--- src/rtl/load_store_unit_pkg.sv ---
// Shared memory-stage types for the load/store unit: the access-size mask,
// the LSU state encoding and the alignment/mask helpers.
package load_store_unit_pkg;

    typedef enum logic [1:0] {
        MEM_BYTE     = 2'd0,
        MEM_HALFWORD = 2'd1,
        MEM_WORD     = 2'd2
    } memory_mask_t;

    typedef enum logic [1:0] {
        IDLE,
        ACCESS,
        SPLIT,
        RESP
    } lsu_state_t;

    // Only the two low address bits matter for alignment.
    function automatic logic is_misaligned(logic [1:0] addr_lo, memory_mask_t mask);
        logic mis;
        mis = 1'b0;
        case (mask)
            MEM_HALFWORD: mis = addr_lo[0];
            MEM_WORD:     mis = (addr_lo != 2'b00);
            default:      mis = 1'b0;
        endcase
        return mis;
    endfunction

    function automatic logic mask_supported(memory_mask_t mask);
        return (mask == MEM_BYTE) || (mask == MEM_HALFWORD) || (mask == MEM_WORD);
    endfunction

endpackage

--- src/rtl/load_store_unit_if.sv ---
// CPU-side request/response handshake of the load/store unit.
interface load_store_unit_if;

    logic                              req_valid;
    logic                              req_ready;
    logic [31:0]                       req_addr;
    logic [31:0]                       req_wdata;
    logic                              req_we;
    load_store_unit_pkg::memory_mask_t req_mask;
    logic                              req_unsigned;
    logic                              resp_valid;
    logic                              resp_ready;
    logic [31:0]                       resp_rdata;
    logic                              resp_err;

    modport master (
        output req_valid, req_addr, req_wdata, req_we, req_mask, req_unsigned, resp_ready,
        input  req_ready, resp_valid, resp_rdata, resp_err
    );

    modport slave (
        input  req_valid, req_addr, req_wdata, req_we, req_mask, req_unsigned, resp_ready,
        output req_ready, resp_valid, resp_rdata, resp_err
    );

endinterface

--- src/rtl/load_store_unit_extend.sv ---
// Sign/zero extension of load data by access size; words pass through.
module load_extend
    import load_store_unit_pkg::*;
(
    input  logic [31:0]  data_in,
    input  memory_mask_t mask,
    input  logic         is_unsigned,
    output logic [31:0]  data_out
);

    // Fill above the access width with the sign bit unless unsigned.
    always_comb begin
        data_out = data_in;
        case (mask)
            MEM_BYTE:     data_out = {{24{data_in[7] & ~is_unsigned}}, data_in[7:0]};
            MEM_HALFWORD: data_out = {{16{data_in[15] & ~is_unsigned}}, data_in[15:0]};
            default:      data_out = data_in;
        endcase
    end

endmodule

--- src/rtl/load_store_unit.sv ---
// Memory-stage front end of the data RAM: one request at a time, misaligned
// accesses optionally split into byte beats, registered response.
module load_store_unit
    import load_store_unit_pkg::*;
#(
    parameter bit SPLIT_MISALIGNED = 1'b1
) (
    input  logic                clk,
    input  logic                rst_n,
    load_store_unit_if.slave    bus,
    output logic                ram_we,
    output logic [31:0]         ram_a,
    output logic [31:0]         ram_wd,
    output memory_mask_t        ram_mask,
    input  logic [31:0]         ram_rd
);

    lsu_state_t   state_q, state_d;
    logic [31:0]  addr_q, wdata_q, buf_q, buf_merged;
    logic         we_q, uns_q;
    memory_mask_t mask_q;
    logic [1:0]   beat_q;
    logic [31:0]  resp_rdata_q, ext_in, ext_out;
    logic         resp_err_q;
    logic         req_bad, req_mis, last_beat;

    assign req_mis   = is_misaligned(bus.req_addr[1:0], bus.req_mask);
    assign req_bad   = !mask_supported(bus.req_mask) || (!SPLIT_MISALIGNED && req_mis);
    assign last_beat = (mask_q == MEM_HALFWORD) ? (beat_q == 2'd1) : (beat_q == 2'd3);

    // Split loads assemble bytes in buf; the final beat's byte is merged
    // combinationally so extension happens in the same cycle as the last read.
    always_comb begin
        buf_merged = buf_q;
        buf_merged[{beat_q, 3'b000} +: 8] = ram_rd[7:0];
    end

    assign ext_in = (state_q == SPLIT) ? buf_merged : ram_rd;

    load_extend u_extend (
        .data_in     (ext_in),
        .mask        (mask_q),
        .is_unsigned (uns_q),
        .data_out    (ext_out)
    );

    // State register.
    always_ff @(posedge clk or negedge rst_n) begin
        if (!rst_n) state_q <= IDLE;
        else        state_q <= state_d;
    end

    // Next-state and RAM drive, decoded from the current state.
    always_comb begin
        state_d  = state_q;
        ram_we   = 1'b0;
        ram_a    = '0;
        ram_wd   = '0;
        ram_mask = MEM_WORD;
        case (state_q)
            IDLE: begin
                if (bus.req_valid) begin
                    if (req_bad)      state_d = RESP;
                    else if (req_mis) state_d = SPLIT;
                    else              state_d = ACCESS;
                end
            end
            ACCESS: begin
                ram_a    = addr_q;
                ram_mask = mask_q;
                ram_wd   = wdata_q;
                ram_we   = we_q;
                state_d  = RESP;
            end
            SPLIT: begin
                ram_a    = addr_q + {30'b0, beat_q};
                ram_mask = MEM_BYTE;
                ram_wd   = {24'b0, wdata_q[{beat_q, 3'b000} +: 8]};
                ram_we   = we_q;
                if (last_beat) state_d = RESP;
            end
            RESP: begin
                if (bus.resp_ready) state_d = IDLE;
            end
            default: state_d = IDLE;
        endcase
    end

    // Request capture, beat sequencing and response data.
    always_ff @(posedge clk or negedge rst_n) begin
        if (!rst_n) begin
            addr_q       <= '0;
            wdata_q      <= '0;
            we_q         <= 1'b0;
            uns_q        <= 1'b0;
            mask_q       <= MEM_WORD;
            beat_q       <= '0;
            buf_q        <= '0;
            resp_rdata_q <= '0;
            resp_err_q   <= 1'b0;
        end else begin
            case (state_q)
                IDLE: begin
                    if (bus.req_valid) begin
                        addr_q       <= bus.req_addr;
                        wdata_q      <= bus.req_wdata;
                        we_q         <= bus.req_we;
                        uns_q        <= bus.req_unsigned;
                        mask_q       <= bus.req_mask;
                        beat_q       <= '0;
                        buf_q        <= '0;
                        resp_rdata_q <= '0;
                        resp_err_q   <= req_bad;
                    end
                end
                ACCESS: begin
                    resp_rdata_q <= we_q ? '0 : ext_out;
                end
                SPLIT: begin
                    buf_q  <= buf_merged;
                    beat_q <= beat_q + 2'd1;
                    if (last_beat) resp_rdata_q <= we_q ? '0 : ext_out;
                end
                default: ;
            endcase
        end
    end

    assign bus.req_ready  = (state_q == IDLE);
    assign bus.resp_valid = (state_q == RESP);
    assign bus.resp_rdata = resp_rdata_q;
    assign bus.resp_err   = resp_err_q;

endmodule
--- src/flat_wrapper.sv ---
// flat-port wrapper written by rule: the top's interface ports become plain ports
module load_store_unit_flat import load_store_unit_pkg::*;
#(
    parameter bit SPLIT_MISALIGNED = 1'b1
)
  (clk, rst_n, ram_we, ram_a, ram_wd, ram_mask, ram_rd, bus_req_valid, bus_req_addr, bus_req_wdata, bus_req_we, bus_req_mask, bus_req_unsigned, bus_resp_ready, bus_req_ready, bus_resp_valid, bus_resp_rdata, bus_resp_err);
  load_store_unit_if bus_i ();
  input  logic clk;
  input  logic rst_n;
  output logic ram_we;
  output logic [31:0] ram_a;
  output logic [31:0] ram_wd;
  output memory_mask_t ram_mask;
  input  logic [31:0] ram_rd;
  input wire logic [$bits(bus_i.req_valid)-1:0] bus_req_valid;
  input wire logic [$bits(bus_i.req_addr)-1:0] bus_req_addr;
  input wire logic [$bits(bus_i.req_wdata)-1:0] bus_req_wdata;
  input wire logic [$bits(bus_i.req_we)-1:0] bus_req_we;
  input wire logic [$bits(bus_i.req_mask)-1:0] bus_req_mask;
  input wire logic [$bits(bus_i.req_unsigned)-1:0] bus_req_unsigned;
  input wire logic [$bits(bus_i.resp_ready)-1:0] bus_resp_ready;
  output wire logic [$bits(bus_i.req_ready)-1:0] bus_req_ready;
  output wire logic [$bits(bus_i.resp_valid)-1:0] bus_resp_valid;
  output wire logic [$bits(bus_i.resp_rdata)-1:0] bus_resp_rdata;
  output wire logic [$bits(bus_i.resp_err)-1:0] bus_resp_err;
  assign bus_i.req_valid = bus_req_valid;
  assign bus_i.req_addr = bus_req_addr;
  assign bus_i.req_wdata = bus_req_wdata;
  assign bus_i.req_we = bus_req_we;
  assign bus_i.req_mask = bus_req_mask;
  assign bus_i.req_unsigned = bus_req_unsigned;
  assign bus_i.resp_ready = bus_resp_ready;
  assign bus_req_ready = bus_i.req_ready;
  assign bus_resp_valid = bus_i.resp_valid;
  assign bus_resp_rdata = bus_i.resp_rdata;
  assign bus_resp_err = bus_i.resp_err;
  load_store_unit #(.SPLIT_MISALIGNED(SPLIT_MISALIGNED)) u_core (.clk(clk), .rst_n(rst_n), .bus(bus_i), .ram_we(ram_we), .ram_a(ram_a), .ram_wd(ram_wd), .ram_mask(ram_mask), .ram_rd(ram_rd));
endmodule
--- config.mk ---
export PLATFORM = sky130hd
export DESIGN_NAME = load_store_unit_flat
export DESIGN_NICKNAME = d
export VERILOG_FILES = /design/src/rtl/load_store_unit_pkg.sv /design/src/rtl/load_store_unit_if.sv /design/src/rtl/load_store_unit_extend.sv /design/src/rtl/load_store_unit.sv /design/src/flat_wrapper.sv
export SDC_FILE = /design/constraint.sdc
export NUM_CORES = 1
export LEC_CHECK = 0
export ABC_AREA = 1
export BUFFER_PORTS_ARGS = -buffer_cell sky130_fd_sc_hd__buf_4
export CAP_MARGIN = 20
export CORE_MARGIN = 2
export CORE_UTILIZATION = 30
export CTS_CLUSTER_DIAMETER = 40
export DETAILED_ROUTE_END_ITERATION = 16
export SETUP_SLACK_MARGIN = 0.05
export SKIP_LAST_GASP = 1
export SYNTH_ARGS = -nofsm -noshare
export SYNTH_HDL_FRONTEND = slang
export SYNTH_SLANG_ARGS = --single-unit
--- constraint.sdc ---
create_clock -name clk -period 2.3 [get_ports clk]
set_clock_uncertainty 0.2 [all_clocks]
set_input_delay 0.115 -clock clk [delete_from_list [all_inputs] [get_ports clk]]
set_output_delay 0.115 -clock clk [all_outputs]
set_load 0.02 [all_outputs]
==> results by stage <==
Run status:
- The run finished, with violations left.
- The checks that failed: setup timing.

Hold path:
- The class of the tightest hold or removal check is primary input to register.

Clocking:
- TritonCTS built the clock tree.
- The H-tree was split into 4 levels.
- The clock edge transition at the registers on the reported setup and hold paths is 0.06 ns.
- The clock latency of the later-clocked register in the worst-skew pair is 0.42 ns.
- Clock tree synthesis inserted a total of 17 buffers.
- No sink is reached through more buffers than the 2 on the longest clock path.
- The clock tree root driver cell is clkbuf_16.
- The number of sinks on the clock net is 137.

Routing:
- The detailed router finished its first iteration with 717 violations.
- In the routed design, unresolved DRC markers number 0.
- The first-pass iteration count of the detailed router is 5.
- The detail-routed net length per standard cell is 15.8 um.
- The final wirelength is 30800 um.
- Dividing the detail-routed via count by the number of cells gives 4.79.
- The detail route stage leaves a number of antenna-violating nets equal to 0.
- The routed layout has 9309 vias.

Power:
- The ratio of total power to cell area is 1260 mW/mm2.
- The maximum ir drop on the vdd rail is 664 uV.
- For this design the static power due to leakage is 6.33 nW.
- The design draws 0.0164 W.

Worst setup path:
- Traced cell by cell, the critical path runs through ha_4, inv_2, fa_2, nor2_4, nand2_4, nor2_4, buf_6, nand2_2, nand2_2, a2bb2oi_2, buf_4.
- The worst setup path category is register to output port.
- Data on the critical path arrives at its endpoint at 2.30 ns.
- The worst path required time is 1.99 ns.
- The largest single stage delay on the critical path is 0.39 ns.
- The maximum fanout along the worst path is 6.
- The kind of end point of the critical path is an output port.
- The slowest cell on the critical path is dfrtp_1.
- The worst setup path is launched from a register.

Synth:
- In the synthesized netlist, the number of instances is 1219.
- The average cell area after synthesis is 6.81 um2.
- The count of synthesis-stage warnings from yosys is 0.
- By area the synthesized netlist is led by dfrtp_1 41%, nand2_1 23%, o21ai_0 6.8%, nand3_1 4.9%, nor2_1 4.5%.
- The share of synthesized area occupied by flip-flops and latches is 41.3%.
- dfrtp_1 takes more of the synthesized area than any other cell.
- The mapped cell area is 0.00830 mm2.
- The post-synthesis cell type count is 40.
- The flip-flop and latch count after synthesis is 137.
- The number of nets in the synthesized netlist is 1339.
- In this run the biggest area consumer among cell types represents 41.0% of the synthesized area.

STA:
- The number of max-slew violations in the final report is 0.
- The total setup violations reported at the end of the flow is 42.
- The worst pin sits at a relative slew slack of 71.1%.
- Timing would allow up to 0.382 GHz.
- The final critical path time including I/O delays and setup is 2.62 ns.
- Setup repair after global routing could not meet its margin everywhere.
- In the finished design, the share of the clock period the worst path needs comes to 114%.
- The final worst-path setup slack is -0.316 ns.
- Adding up every negative setup slack in the final design gives -5.59 ns.
- The hold violation total from the final report came to 0.
- The pin slew with the least headroom to its limit is 0.433 ns.

Final layout:
- The layout filler cell count is 2652.
- The sequential cell area is 0.00344 mm2.
- The library cell used most frequently in the layout, excluding fill and tap cells, is nand2_1.
- From synthesis to final layout, the design area changed by 56.1%.
- The footprint of the multi-input gates is 0.00479 mm2.
- The final layout contains 1679 nets.
- The share of post-route cells with drive strength above 1 is 28.3%.
- The top cell types in the final layout, fill and taps aside, are 479 x nand2_1, 231 x buf_4, 131 x dfrtp_1, 104 x dlygate4sd3_1, 78 x o21ai_0.

Floorplan:
- The vertical die dimension is 170 um.
- In this run the horizontal extent of the chip is 170 um.
- Pin placement for this block handled 206 I/O pins.
- The floorplan has 60 rows.
- The core region is 0.0271 mm2.
- Once the floorplan was initialized, standard cells occupied 30.6% of the core.
- The total die area is 0.0290 mm2.

Global route:
- The first global-routing pass estimated 47400 um of wire.
- The total global routing track utilization is 20.7%.
- Entering global routing, the biggest net connects 70 pins.
- The number of antenna violations at the first check in global routing is 1.
- The via count of the first global-routing pass is 9126.
- Summed over all layers, the global routing overflow is 0.

Place:
- The weighted congestion reported at the end of routability-driven placement is 0.948.
- The post-DP HPWL is 20600 um.
- Buffers placed on the I/O ports in this run total 205.
- Timing analysis after detailed placement gives a worst setup slack of 0.0618 ns.

Flow run:
- Across the run, the number of max-cap violations was 0.
[registers in the layout, summed over array words and instances (netlist names)]
register               flops
u_core.addr_q             32
u_core.beat_q              2
u_core.buf_q              32
u_core.bus.resp_err        1
u_core.bus.resp_rdata     32
u_core.mask_q              2
u_core.state_q             2
u_core.uns_q               1
u_core.wdata_q            32
u_core.we_q                1
[synth_stat cells (all sizes together)]
cell	count
nor3	1
nand3	86
o22ai	2
fa	1
dfstp	1
buf	34
o21ai	115
inv	85
nand2	510
dfrtp	136
clkinv	1
a2bb2oi	1
nand4	15
a21oi	56
or2	2
ha	15
nor2	105
clkbuf	25
nand3b	1
and2	1
o211ai	10
o31ai	1
a21o	8
a22oi	4
a22o	1
a31oi	2
[report_power, final]
part           leakage [nW]  internal (W)  switching (W)
Sequential             1.77       0.00328       0.000771
Clock                 0.257       0.00146        0.00113
Combinational          4.30       0.00374        0.00601
Total                  6.33       0.00848        0.00792
[logic make-up (layout without fill, tap and decap cells)]
| family | after synthesis | after routing | synth area share (%) |
|---|---|---|---|
| other | 0 | 1 | 0 |
| flip-flops | 137 | 137 | 41.3 |
| buffers and inverters | 145 | 496 | 7.84 |
| AO/OA/AOI/OAI | 200 | 200 | 12.9 |
| AND/OR/NAND/NOR | 721 | 722 | 35.4 |
| adder cells (fa/ha/maj) | 16 | 16 | 2.50 |
[final cells by class]
| cell class | count | share of cell area [%] |
|---|---|---|
| repair buffers | 378 | 25.9 |
| diodes | 1 | 0.0193 |
| clock inverters | 10 | 0.550 |
| multi-input cells | 938 | 36.9 |
| inverters | 86 | 2.77 |
| clock buffers | 21 | 3.63 |
| flip-flops and latches | 137 | 26.5 |
| repair inverters | 1 | 0.0483 |
| well taps | 372 | 3.59 |
[worst max-delay path, delay by kind of cell, from the launching register on]
kind,cells,cell delay [ns]
AO/OA/AOI/OAI,1,0.08
adder cells (fa/ha/maj),2,0.55
buffers and inverters,3,0.34
flip-flops,1,0.39
AND/OR/NAND/NOR,5,0.51
[path summary, 6_finish.rpt]
check                                                     start                                    end  cells past startpoint  slack, ns
min in group asynchronous                                 rst_n           u_core.buf_q[31]$_DFFE_PN0P_                      3       0.53
setup reg to reg                   u_core.beat_q[0]$_DFFE_PN0P_  u_core.bus.resp_rdata[20]$_DFFE_PN0P_                     12      -0.05
hold reg to reg            u_core.bus.resp_rdata[0]$_DFFE_PN0P_   u_core.bus.resp_rdata[0]$_DFFE_PN0P_                      2       0.28
setup / recovery                   u_core.addr_q[0]$_DFFE_PN0P_                              ram_a[12]                     11      -0.32
hold / removal                                       ram_rd[23]  u_core.bus.resp_rdata[23]$_DFFE_PN0P_                      7       0.02
max in group asynchronous                                 rst_n   u_core.bus.resp_rdata[0]$_DFFE_PN0P_                      4       0.40
[per-stage QoR]
| step | hold slack, ns | area [um2] | std cells | util (%) |
|---|---|---|---|---|
| after CTS | 0.00829 | 12500 | 1933 | 46.2 |
| after floorplan | -0.381 | 8360 | 1219 | - |
| final | 0.0238 | 13000 | 1944 | 47.8 |
| after global routing | 0.0335 | 13000 | 1944 | 47.8 |
| after global placement | -0.121 | 10400 | 1780 | 38.4 |
| after detailed placement | -0.127 | 10400 | 1780 | 38.4 |
[timing repair]
| item | in CTS | in global routing |
|---|---|---|
| pin swaps | 18 | 40 |
| gates resized for setup | 106 | 121 |
| cloned | 2 | 1 |
| hold buffers | 104 | 0 |
| setup buffers | 17 | 12 |
| endpoints found under the hold margin | 258 | 0 |
| endpoints found under the setup margin | 65 | 131 |
[layer usage]
| metal | share of wire (%) | track usage (%) | routed length, um | up-vias |
|---|---|---|---|---|
| li1 | - | - | - | 4603 |
| met1 | 44 | 26.7 | 13500 | 4350 |
| met2 | 49 | 35.3 | 15100 | 332 |
| met3 | 5.8 | 4.07 | 1800 | 24 |
| met4 | 1.1 | 5.61 | 334 | 0 |
| met5 | 0 | 0 | 0 | - |
Power figures use the tool's default switching activity.
